$ cat src/rtl/idli_pkg.sv
// Shared types for the idli core datapath.
// Word, slice and counter types plus UART receiver states.
package idli_pkg;

  typedef logic [3:0]  slice_t;
  typedef logic [15:0] data_t;
  typedef logic [1:0]  ctr_t;

  typedef enum logic [1:0] {
    UART_RX_IDLE,
    UART_RX_START,
    UART_RX_DATA,
    UART_RX_STOP
  } uart_rx_state_t;

  localparam int unsigned UART_CLKS_PER_BIT = 16;

  function automatic slice_t slice_sel(
    input data_t d,
    input ctr_t  c
  );
    slice_t s;
    s = '0;
    unique case (1'b1)
      c == 2'd0: s = d[3:0];
      c == 2'd1: s = d[7:4];
      c == 2'd2: s = d[11:8];
      c == 2'd3: s = d[15:12];
      default:   s = '0;
    endcase
    return s;
  endfunction

endpackage

$ cat src/rtl/idli_sync_m.sv
// Generic two-flop synchroniser for a single asynchronous bit.
// Reset value is a parameter so idle-high lines come up idle.
module idli_sync_m #(
  parameter logic RST_VAL = 1'b0
) (
  input  logic i_clk,
  input  logic i_rst_n,
  input  logic i_d,
  output logic o_q
);

  logic [1:0] ff_q;

  always_ff @(posedge i_clk or negedge i_rst_n) begin
    if (!i_rst_n) begin
      ff_q <= {2{RST_VAL}};
    end else begin
      ff_q <= {ff_q[0], i_d};
    end
  end

  assign o_q = ff_q[1];

endmodule

$ cat src/rtl/idli_uart_rx_m.sv
// UART 8N1 receiver feeding the SRC_UART operand path.
// Pairs bytes little-endian into a single buffered 16b word.
module idli_uart_rx_m
  import idli_pkg::*;
#(
  parameter int unsigned CLKS_PER_BIT = UART_CLKS_PER_BIT
) (
  input  logic   i_clk,
  input  logic   i_rst_n,
  input  logic   i_uart_rx,
  input  ctr_t   i_ctr,
  input  logic   i_rd,
  output logic   o_valid,
  output slice_t o_slice,
  output logic   o_err,
  output logic   o_overrun
);

  localparam int unsigned CW = $clog2(CLKS_PER_BIT);

  typedef logic [CW-1:0] bctr_t;

  localparam bctr_t HALF = bctr_t'(CLKS_PER_BIT / 2 - 1);
  localparam bctr_t FULL = bctr_t'(CLKS_PER_BIT - 1);

  logic rx_s;

  uart_rx_state_t state_q, state_d;
  bctr_t          bit_ctr_q, bit_ctr_d;
  logic [2:0]     bit_idx_q, bit_idx_d;
  logic [7:0]     byte_q, byte_d;
  logic [7:0]     lo_q, lo_d;
  logic           hi_q, hi_d;
  data_t          buf_q, buf_d;
  logic           valid_q, valid_d;
  logic           err_q, err_d;
  logic           ovr_q, ovr_d;

  logic  ctr_zero;
  logic  stop_smp;
  logic  word_done;
  logic  pop;
  data_t word;

  idli_sync_m #(
    .RST_VAL (1'b1)
  ) u_sync (
    .i_clk   (i_clk),
    .i_rst_n (i_rst_n),
    .i_d     (i_uart_rx),
    .o_q     (rx_s)
  );

  assign ctr_zero = (bit_ctr_q == '0);

  always_comb begin
    state_d   = state_q;
    bit_ctr_d = bit_ctr_q;
    bit_idx_d = bit_idx_q;
    byte_d    = byte_q;
    stop_smp  = 1'b0;
    unique case (state_q)
      UART_RX_IDLE: begin
        if (!rx_s) begin
          bit_ctr_d = HALF;
          state_d   = UART_RX_START;
        end
      end
      UART_RX_START: begin
        if (!ctr_zero) begin
          bit_ctr_d = bit_ctr_q - bctr_t'(1);
        end else if (!rx_s) begin
          bit_ctr_d = FULL;
          bit_idx_d = '0;
          state_d   = UART_RX_DATA;
        end else begin
          state_d = UART_RX_IDLE;
        end
      end
      UART_RX_DATA: begin
        if (!ctr_zero) begin
          bit_ctr_d = bit_ctr_q - bctr_t'(1);
        end else begin
          byte_d    = {rx_s, byte_q[7:1]};
          bit_ctr_d = FULL;
          bit_idx_d = bit_idx_q + 3'd1;
          if (bit_idx_q == 3'd7) begin
            state_d = UART_RX_STOP;
          end
        end
      end
      UART_RX_STOP: begin
        // Leave mid stop bit so back-to-back frames tolerate baud skew.
        if (!ctr_zero) begin
          bit_ctr_d = bit_ctr_q - bctr_t'(1);
        end else begin
          stop_smp = 1'b1;
          state_d  = UART_RX_IDLE;
        end
      end
      default: state_d = UART_RX_IDLE;
    endcase
  end

  assign pop  = valid_q && i_rd && (i_ctr == 2'd3);
  assign word = {byte_q, lo_q};

  always_comb begin
    lo_d      = lo_q;
    hi_d      = hi_q;
    buf_d     = buf_q;
    valid_d   = valid_q;
    err_d     = 1'b0;
    ovr_d     = 1'b0;
    word_done = 1'b0;
    if (stop_smp) begin
      if (!rx_s) begin
        err_d = 1'b1;
        hi_d  = 1'b0;
      end else if (!hi_q) begin
        lo_d = byte_q;
        hi_d = 1'b1;
      end else begin
        hi_d      = 1'b0;
        word_done = 1'b1;
      end
    end
    if (word_done) begin
      if (!valid_q || pop) begin
        buf_d   = word;
        valid_d = 1'b1;
      end else begin
        ovr_d = 1'b1;
      end
    end else if (pop) begin
      valid_d = 1'b0;
    end
  end

  always_ff @(posedge i_clk or negedge i_rst_n) begin
    if (!i_rst_n) begin
      state_q   <= UART_RX_IDLE;
      bit_ctr_q <= '0;
      bit_idx_q <= '0;
      byte_q    <= '0;
      lo_q      <= '0;
      hi_q      <= 1'b0;
      buf_q     <= '0;
      valid_q   <= 1'b0;
      err_q     <= 1'b0;
      ovr_q     <= 1'b0;
    end else begin
      state_q   <= state_d;
      bit_ctr_q <= bit_ctr_d;
      bit_idx_q <= bit_idx_d;
      byte_q    <= byte_d;
      lo_q      <= lo_d;
      hi_q      <= hi_d;
      buf_q     <= buf_d;
      valid_q   <= valid_d;
      err_q     <= err_d;
      ovr_q     <= ovr_d;
    end
  end

  assign o_valid   = valid_q;
  assign o_slice   = valid_q ? slice_sel(buf_q, i_ctr) : '0;
  assign o_err     = err_q;
  assign o_overrun = ovr_q;

endmodule

$ cat config.mk
export PLATFORM = sky130hd
export DESIGN_NAME = idli_uart_rx_m
export DESIGN_NICKNAME = d
export VERILOG_FILES = /design/src/rtl/idli_pkg.sv /design/src/rtl/idli_sync_m.sv /design/src/rtl/idli_uart_rx_m.sv
export SDC_FILE = /design/constraint.sdc
export NUM_CORES = 1
export LEC_CHECK = 0
export CORE_MARGIN = 8
export CORE_UTILIZATION = 63
export CTS_CLUSTER_DIAMETER = 200
export DETAILED_ROUTE_END_ITERATION = 8
export PLACE_DENSITY = 0.84
export SLEW_MARGIN = 20
export SYNTH_ARGS = -nofsm -noshare
export SYNTH_HDL_FRONTEND = slang
export SYNTH_SLANG_ARGS = --single-unit
$ cat constraint.sdc
create_clock -name i_clk -period 5.65 [get_ports i_clk]
set_clock_uncertainty 0.1 [all_clocks]
set_input_delay 0.565 -clock i_clk [delete_from_list [all_inputs] [get_ports i_clk]]
set_output_delay 0.565 -clock i_clk [all_outputs]
set_load 0.005 [all_outputs]
==> key figures, run 1 <==
Floorplan
  • Die area: approximately 0.0056 mm²
  • # rows: 21
  • Boundary pin count: 13
  • Core area: ~0.0033 mm²
  • Initial core utilization: 65.7%
  • Die width: 75.0 µm
  • Die H: 75.0 µm

Critical path
  • Worst Path Required: 4990 ps
  • Crit end category: output port
  • Crit-path cells: clkdlybuf4s50_1 > mux4_2 > and2_1 > clkdlybuf4s50_1
  • Crit path max-delay family: buffers and inverters
  • Reg2reg setup slack: 3040 ps
  • CP arrival: between 2000 and 2500 ps
  • Crit Path Class: in -> out
  • Crit path top cell by count: clkdlybuf4s50_1
  • CP Buf/Inv Count: 2
  • Startpoint class of the critical path: input port
  • Worst reg2reg path endpoint: buf_q[14]
  • CP max stage delay: 680 ps
  • Worst r2r src: bit_ctr_q[0]
  • Max FO, Critical Path: 5
  • Worst reg2reg path depth: 5
  • Slowest CP cell: clkdlybuf4s50_1

STA
  • Final setup margin: 2560 ps
  • Final setup viols: 0
  • Min Tclk post-route: 3090 ps
  • Hold violation count in the final report: 0
  • Max-slew headroom: between 40 and 50%
  • Max Fclk: 0.324 GHz
  • Final Max Slew Viols: 0
  • Unrepaired setup endpoints after global routing: no
  • Slew @ Worst Pin: between 800 and 900 ps
  • Setup_tns: 0 ps
  • Final Cycle Share: 54.6%

Placed design
  • DP HPWL: around 2900 µm
  • GP Congestion: between 0.9 and 1
  • Port buffer count: 12
  • DP Worst Slack: ~2600 ps

Clocking
  • Worst-path clk slew: 130 ps
  • Post-CTS sizing: 0
  • CTS sink cnt: 47
  • Max Buffers Root-to-Sink: 2
  • TritonCTS clock tree: done
  • Hold Buf Count CTS: 0
  • Root buffer cell: clkbuf_4
  • CTS H-Tree Depth: 2
  • Clk_lat worst skew: 360 ps
  • Postcts setup bufs: 0
  • Total CTS buffers: 5

Detailed routing
  • DR iter-0 viols: between 100 and 150
  • Vias per inst: 6.04
  • Final ANT Viol Nets: 0
  • Total number of vias: ~1.3k
  • 1st-pass router iterations: 4
  • DRC: 0
  • Avg WL per Cell: 18.2 µm
  • Drt total wl: 4010 µm

Pwr
  • Seq pwr share: 46.5%
  • VDD IR max: between 0.0002 and 0.00025 V
  • Clock share of power: 22.7%
  • Cell Pwr Density: 377 mW/mm²
  • Combinational Power Share: 30.8%
  • Sw frac: 32.5%
  • Internal cell power: approximately 620 µW
  • Psw: between 200 and 300 µW
  • Static leakage: 0.00116 µW

Global route
  • Initial antenna violation count: 0
  • Remaining global-route overflow: 0
  • First-pass GRT wire length: 7140 µm
  • GRT Total Usage: between 10% and 20%
  • Vias in the first global route: 1475
  • Largest net degree at the start of global routing: 48

Hold path
  • Hold Path Class: in -> async

Run
  • Max-Cap Viols: 0

Outcome
  • Status: finished, final reports clean

Synth
  • YS warnings: 0
  • Synth Area in Compound Gates: under 10%
  • Synthesized net count: 174
  • Library cells used by synthesis: 39
  • Post-synth EDFFs: 0
  • Mux contribution to synthesized area: 21.6%
  • Avg Inst Size Synth: 13.7 µm²
  • Synth top area cells: dfrtp_1, mux2_2, ha_1
  • Top cell type by total area after synthesis: dfrtp_1
  • Synth Area in Simple Gates: ~8.6%
  • Register bit total from synthesis: 47
  • Cell count after synthesis: 160
  • Post-synthesis xor/xnor area fraction: 0%
  • Sequential fraction of the synthesis area: between 50% and 60%
  • Ys async rst share: 100%
  • Area fraction of the dominant cell type after synthesis: approximately 51%
  • Adder-Cell Fraction of Synth Area: about 4.6%
  • Largest family of logic cells by synthesized area: multiplexers
  • Synth Cell Area: ~0.0022 mm²
  • Synth Flop Type: dfrtp_1

Finish
  • Final nets: around 190
  • N_diodes: 0
  • Fraction of layout cells with a size suffix above 1: 32.8%
  • Synth-to-Final Area Change: 10.4%
-- through the flow --
step / total power, µW / std cells / area (µm²) / hold WS (ps) / util [%]
detailed placement: 708 / 212 / 2330 / 248 / 69.9
global route: 976 / 220 / 2420 / 118 / 72.6
CTS: 915 / 220 / 2420 / 267 / 72.5
global placement: 682 / 212 / 2330 / 248 / 69.9
finish: 914 / 220 / 2420 / 89.4 / 72.6
floorplan: 636 / 160 / 2190 / 169 / -
-- worst max path at each step --
stage	start	slack, ps	depth (start not counted)	endpoint
after floorplan	i_ctr[0]	3470	3	o_slice[0]
after global placement	i_ctr[0]	2570	4	o_slice[1]
after detailed placement	i_ctr[0]	2560	4	o_slice[1]
after CTS	i_ctr[0]	2540	4	o_slice[1]
after global routing	i_ctr[0]	2470	4	o_slice[1]
final	i_ctr[0]	2560	4	o_slice[1]
-- layout make-up --
type / count / area (µm²)
Multi-Input combinational cell: 102 / 963
Inverter: 5 / 18.8
Fill cell: 234 / 915
Sequential cell: 47 / 1180
Timing Repair Buffer: 12 / 118
Clock buffer: 6 / 51.3
Tap cell: 46 / 57.6
Clock inverter: 2 / 35.0
-- power by group through the flow --
stage	logic, µW	clock network [µW]	registers (µW)
floorplan	220	0	417
global placement	257	0	426
detailed placement	278	0	431
CTS	279	212	424
global route	317	226	433
finish	282	207	425
-- worst register-to-register path, cell delays in order (launching register included) --
cell	delay [ps]
dfrtp_1	440
inv_1	80
ha_1	240
or3b_1	500
a211oi_4	700
mux2_2	430
-- layer usage --
metal / track usage, % / wire length, µm / part of all wire (%) / vias up
met1: 19.9 / 1680 / 42 / 679
met4: 6.96 / 73 / 1.8 / 0
met5: 0 / 0 / 0 / -
li1: - / - / - / 619
met2: 28.7 / 2090 / 52 / 26
met3: 4.66 / 173 / 4.3 / 5
-- sequential cells by signal, indices dropped and copies added, names as in the netlist, named ones only --
signal       cells
buf_q           16
byte_q           8
lo_q             8
bit_ctr_q        4
bit_idx_q        3
u_sync.ff_q      2
hi_q             1
o_err            1
o_overrun        1
o_valid          1
state_q          1
-- Yosys cell counts (2+ instances only) --
cell / instances
nand3_1: 2
buf_2: 2
ha_1: 8
or2_2: 3
a22o_1: 2
a2111oi_0: 4
nor3_1: 3
and2_1: 6
a21o_1: 2
nor2_1: 5
dfstp_2: 2
clkbuf_1: 3
mux2_2: 34
nand2_1: 6
a21oi_1: 2
dfrtp_1: 45
mux4_2: 4
inv_1: 5
o21ai_0: 2
-- cells in the final DEF, fill, tap and decap left out, types with 2 or more instances in the layout --
| master | n |
|---|---|
| dfrtp_1 | 45 |
| mux2_2 | 34 |
| clkdlybuf4s50_1 | 11 |
| ha_1 | 8 |
| and2_1 | 6 |
| nand2_1 | 6 |
| inv_1 | 5 |
| nor2_1 | 5 |
| clkbuf_4 | 5 |
| mux4_2 | 4 |
| a2111oi_0 | 4 |
| or2_2 | 3 |
| nor3_1 | 3 |
| nand3_1 | 2 |
| o21ai_0 | 2 |
| a21oi_1 | 2 |
| a22o_1 | 2 |
| a21o_1 | 2 |
| dfstp_2 | 2 |
-- cells by family (layout without fill, tap and decap cells) --
group	count (synthesis)	count (layout)
compound gates	24	24
simple gates	32	32
fa+ha+maj	8	8
flops	47	47
mux	38	38
buf+inv	11	25
Note: power is estimated with default switching activity, not from simulation.
==> run 2: changes to the inputs <==
- CORE_UTILIZATION: 63 -> 53
- PLACE_DENSITY: 0.84 -> 0.75
- clock period: 5.65 -> 2.7 ns (I/O delays scaled with it)
==> run 2 against run 1 <==
  * Wire length decreased by 1.5%
  * Setup slack worse by 2300 ps
  * Largest cell class unchanged
  * Critical path depth did not move
  * Power rose by 110%
  * First-iteration DRC count is 30% lower
  * Count of clock-buffer cells in the layout shrank 1
  * Sequential share of layout area fell by 0.86 points
  * Largest power group unchanged
  * Non-clock buffer count grew 4
  * Die area is 15% higher
  * Final area grew 1.8%
  * Core utilization down 11 points
==> key figures, run 2 (synthesis results as in run 1) <==
Global route
  • GRT Total Usage: 12.9% (-4.1 points)
  • Largest net degree at the start of global routing: 48 (unchanged)
  • First-pass GRT wire length: 6500 µm (-9.0%)
  • Remaining global-route overflow: 0 (unchanged)
  • Initial antenna violation count: 0 (unchanged)
  • Vias in the first global route: 1355 (-8.1%)

Pwr
  • Static leakage: 0.00118 µW (+1.0%)
  • VDD IR max: 0.000431 V (+100%)
  • Cell Pwr Density: 779 mW/mm² (+110%)
  • PnR Total Power: 1920 µW (+110%)

STA
  • Final Max Slew Viols: 0 (unchanged)
  • Min Tclk post-route: 2490 ps
  • Hold violation count in the final report: 0 (unchanged)
  • Max-slew headroom: 61.8% (+18 points)
  • Final Cycle Share: 92.1%
  • Unrepaired setup endpoints after global routing: no
  • Max Fclk: 0.402 GHz
  • Setup_tns: 0 ps (unchanged)
  • Final setup viols: 0 (unchanged)
  • Slew @ Worst Pin: 573 ps (-262 ps)

Placed design
  • Port buffer count: 12 (unchanged)
  • DP HPWL: 2770 µm (-3.9%)
  • Area after DPL: 0.00236 mm² (+1.2%)
  • GP Congestion: 0.819 (-9.5%)

Critical path
  • Crit Path Class: in -> out
  • Startpoint class of the critical path: input port
  • Max FO, Critical Path: 5 (unchanged)
  • Worst Path Required: 2330 ps (-2660 ps)
  • Crit end category: output port
  • CP arrival: 2120 ps (-300 ps)

Floorplan
  • Initial core utilization: 54.8% (-11 points)
  • Core area: 0.00400 mm² (+20%)
  • Die H: 80.3 µm (+7.1%)
  • Boundary pin count: 13 (unchanged)
  • # rows: 23 (+9.5%)
  • Die area: 0.00645 mm² (+15%)
  • Die width: 80.3 µm (+7.1%)

Detailed routing
  • Avg WL per Cell: 17.3 µm (-5.0%)
  • DR iter-0 viols: 78 (-30%)
  • 1st-pass router iterations: 4 (unchanged)
  • DRC: 0 (unchanged)
  • Total number of vias: 1377 (+3.6%)
  • Vias per inst: 6.04 (about the same)
  • Final ANT Viol Nets: 0 (unchanged)
  • Drt total wl: 3950 µm (-1.5%)

Clocking
  • CTS sink cnt: 47 (unchanged)
  • CTS H-Tree Depth: 2 (unchanged)
  • Worst-path clk slew: 80 ps (-50 ps)
  • Max Buffers Root-to-Sink: 2 (unchanged)
  • Clk_lat worst skew: 300 ps (-60 ps)
  • TritonCTS clock tree: done
  • Total CTS buffers: 5 (unchanged)
  • Post-CTS sizing: 0 (unchanged)
  • Root buffer cell: clkbuf_8

Hold path
  • Hold Path Class: reg -> reg

Outcome
  • Status: finished, final reports clean

Finish
  • Fraction of layout cells with a size suffix above 1: 33.7% (+0.95 points)
  • Design Area, Final: 0.00247 mm² (+1.8%)
  • Synth-to-Final Area Change: 12.4%
  • Largest register by flop count: buf_q
  • Commonest cells after routing, fill and taps aside: dfrtp_1, mux2_2, clkdlybuf4s50_1, ha_1
  • Biggest regs: buf_q (16), byte_q (8), lo_q (8)
  • N_diodes: 0 (unchanged)
  • Largest register FFs: 16 (unchanged)
  • Commonest non-fill, non-tap cell in the layout: dfrtp_1
  • Final nets: 191 (+2.1%)

Run
  • Max-Cap Viols: 0 (unchanged)
==> run 2: cell types whose count changed in the layout (fill, tap and decap cells not counted) <==
cell / before / now
clkbuf_4: 5 / 0
clkbuf_8: 1 / 5
buf_4: 1 / 4
clkinvlp_4: 0 / 2
bufinv_16: 1 / 0
clkinv_2: 1 / 0
dlygate4sd3_1: 0 / 1
inv_6: 0 / 1
==> run 2: layout make-up <==
type                            instances  area [µm²]
Multi-Input combinational cell        102         963
Inverter                                5        18.8
Fill cell                             316        1530
Clock buffer                            5        68.8
Sequential cell                        47        1180
Tap cell                               50        62.6
Timing Repair Buffer                   16         150
Clock inverter                          3        23.8
==> run 2: worst paths after layout <==
kind	start	to	slack, ps	cells past startpoint
worst max-delay path	i_ctr[0]	o_slice[2]	210	4
worst min-delay path	u_sync.ff_q[0]	u_sync.ff_q[1]	260	0
worst max register to register	bit_ctr_q[0]	buf_q[2]	400	6
worst min register to register	u_sync.ff_q[0]	u_sync.ff_q[1]	260	0
max in group asynchronous	i_rst_n	u_sync.ff_q[1]	1700	2
min in group asynchronous	i_rst_n	bit_ctr_q[2]	390	2
==> run 2: timing repair <==
item / 4_1_cts / 5_1_grt
hold endpoints to repair: 0 / 45
hold buffers: 0 / 1
buffers inserted: 0 / 0
==> run 2: metrics by stage <==
| step | std cells | hold WS [ps] | util (%) | worst slack (ps) |
|---|---|---|---|---|
| 3_5_place_dp | 219 | 249 | 59.0 | 190 |
| 4_1_cts | 227 | 68.7 | 61.3 | 177 |
| 3_3_place_gp | 219 | 249 | 59.0 | 201 |
| 6_report | 228 | 261 | 61.7 | 214 |
| 2_1_floorplan | 160 | -126 | - | 537 |
| 5_1_grt | 228 | 263 | 61.7 | 127 |
==> run 2: report_power, final <==
| part | internal [µW] | leakage [µW] | switching, µW |
|---|---|---|---|
| sequential | 795 | 0.000636 | 96.8 |
| clock | 185 | 0.0000408 | 240 |
| combinational | 284 | 0.000499 | 320 |
==> run 2: worst max-delay path, cell delays in order <==
cell and delay (ps):
clkdlybuf4s50_1 680, mux4_2 540, and2_1 180, clkdlybuf4s50_1 440
==> run 2: metal layers <==
| metal | vias to the layer above | GRT usage, % | share of wire [%] |
|---|---|---|---|
| met2 | 34 | 19.2 | 47 |
| met4 | 0 | 6.00 | 1.8 |
| met1 | 709 | 16.4 | 46 |
| met5 | - | 0 | 0 |
| li1 | 626 | - | - |
| met3 | 8 | 4.69 | 5.4 |
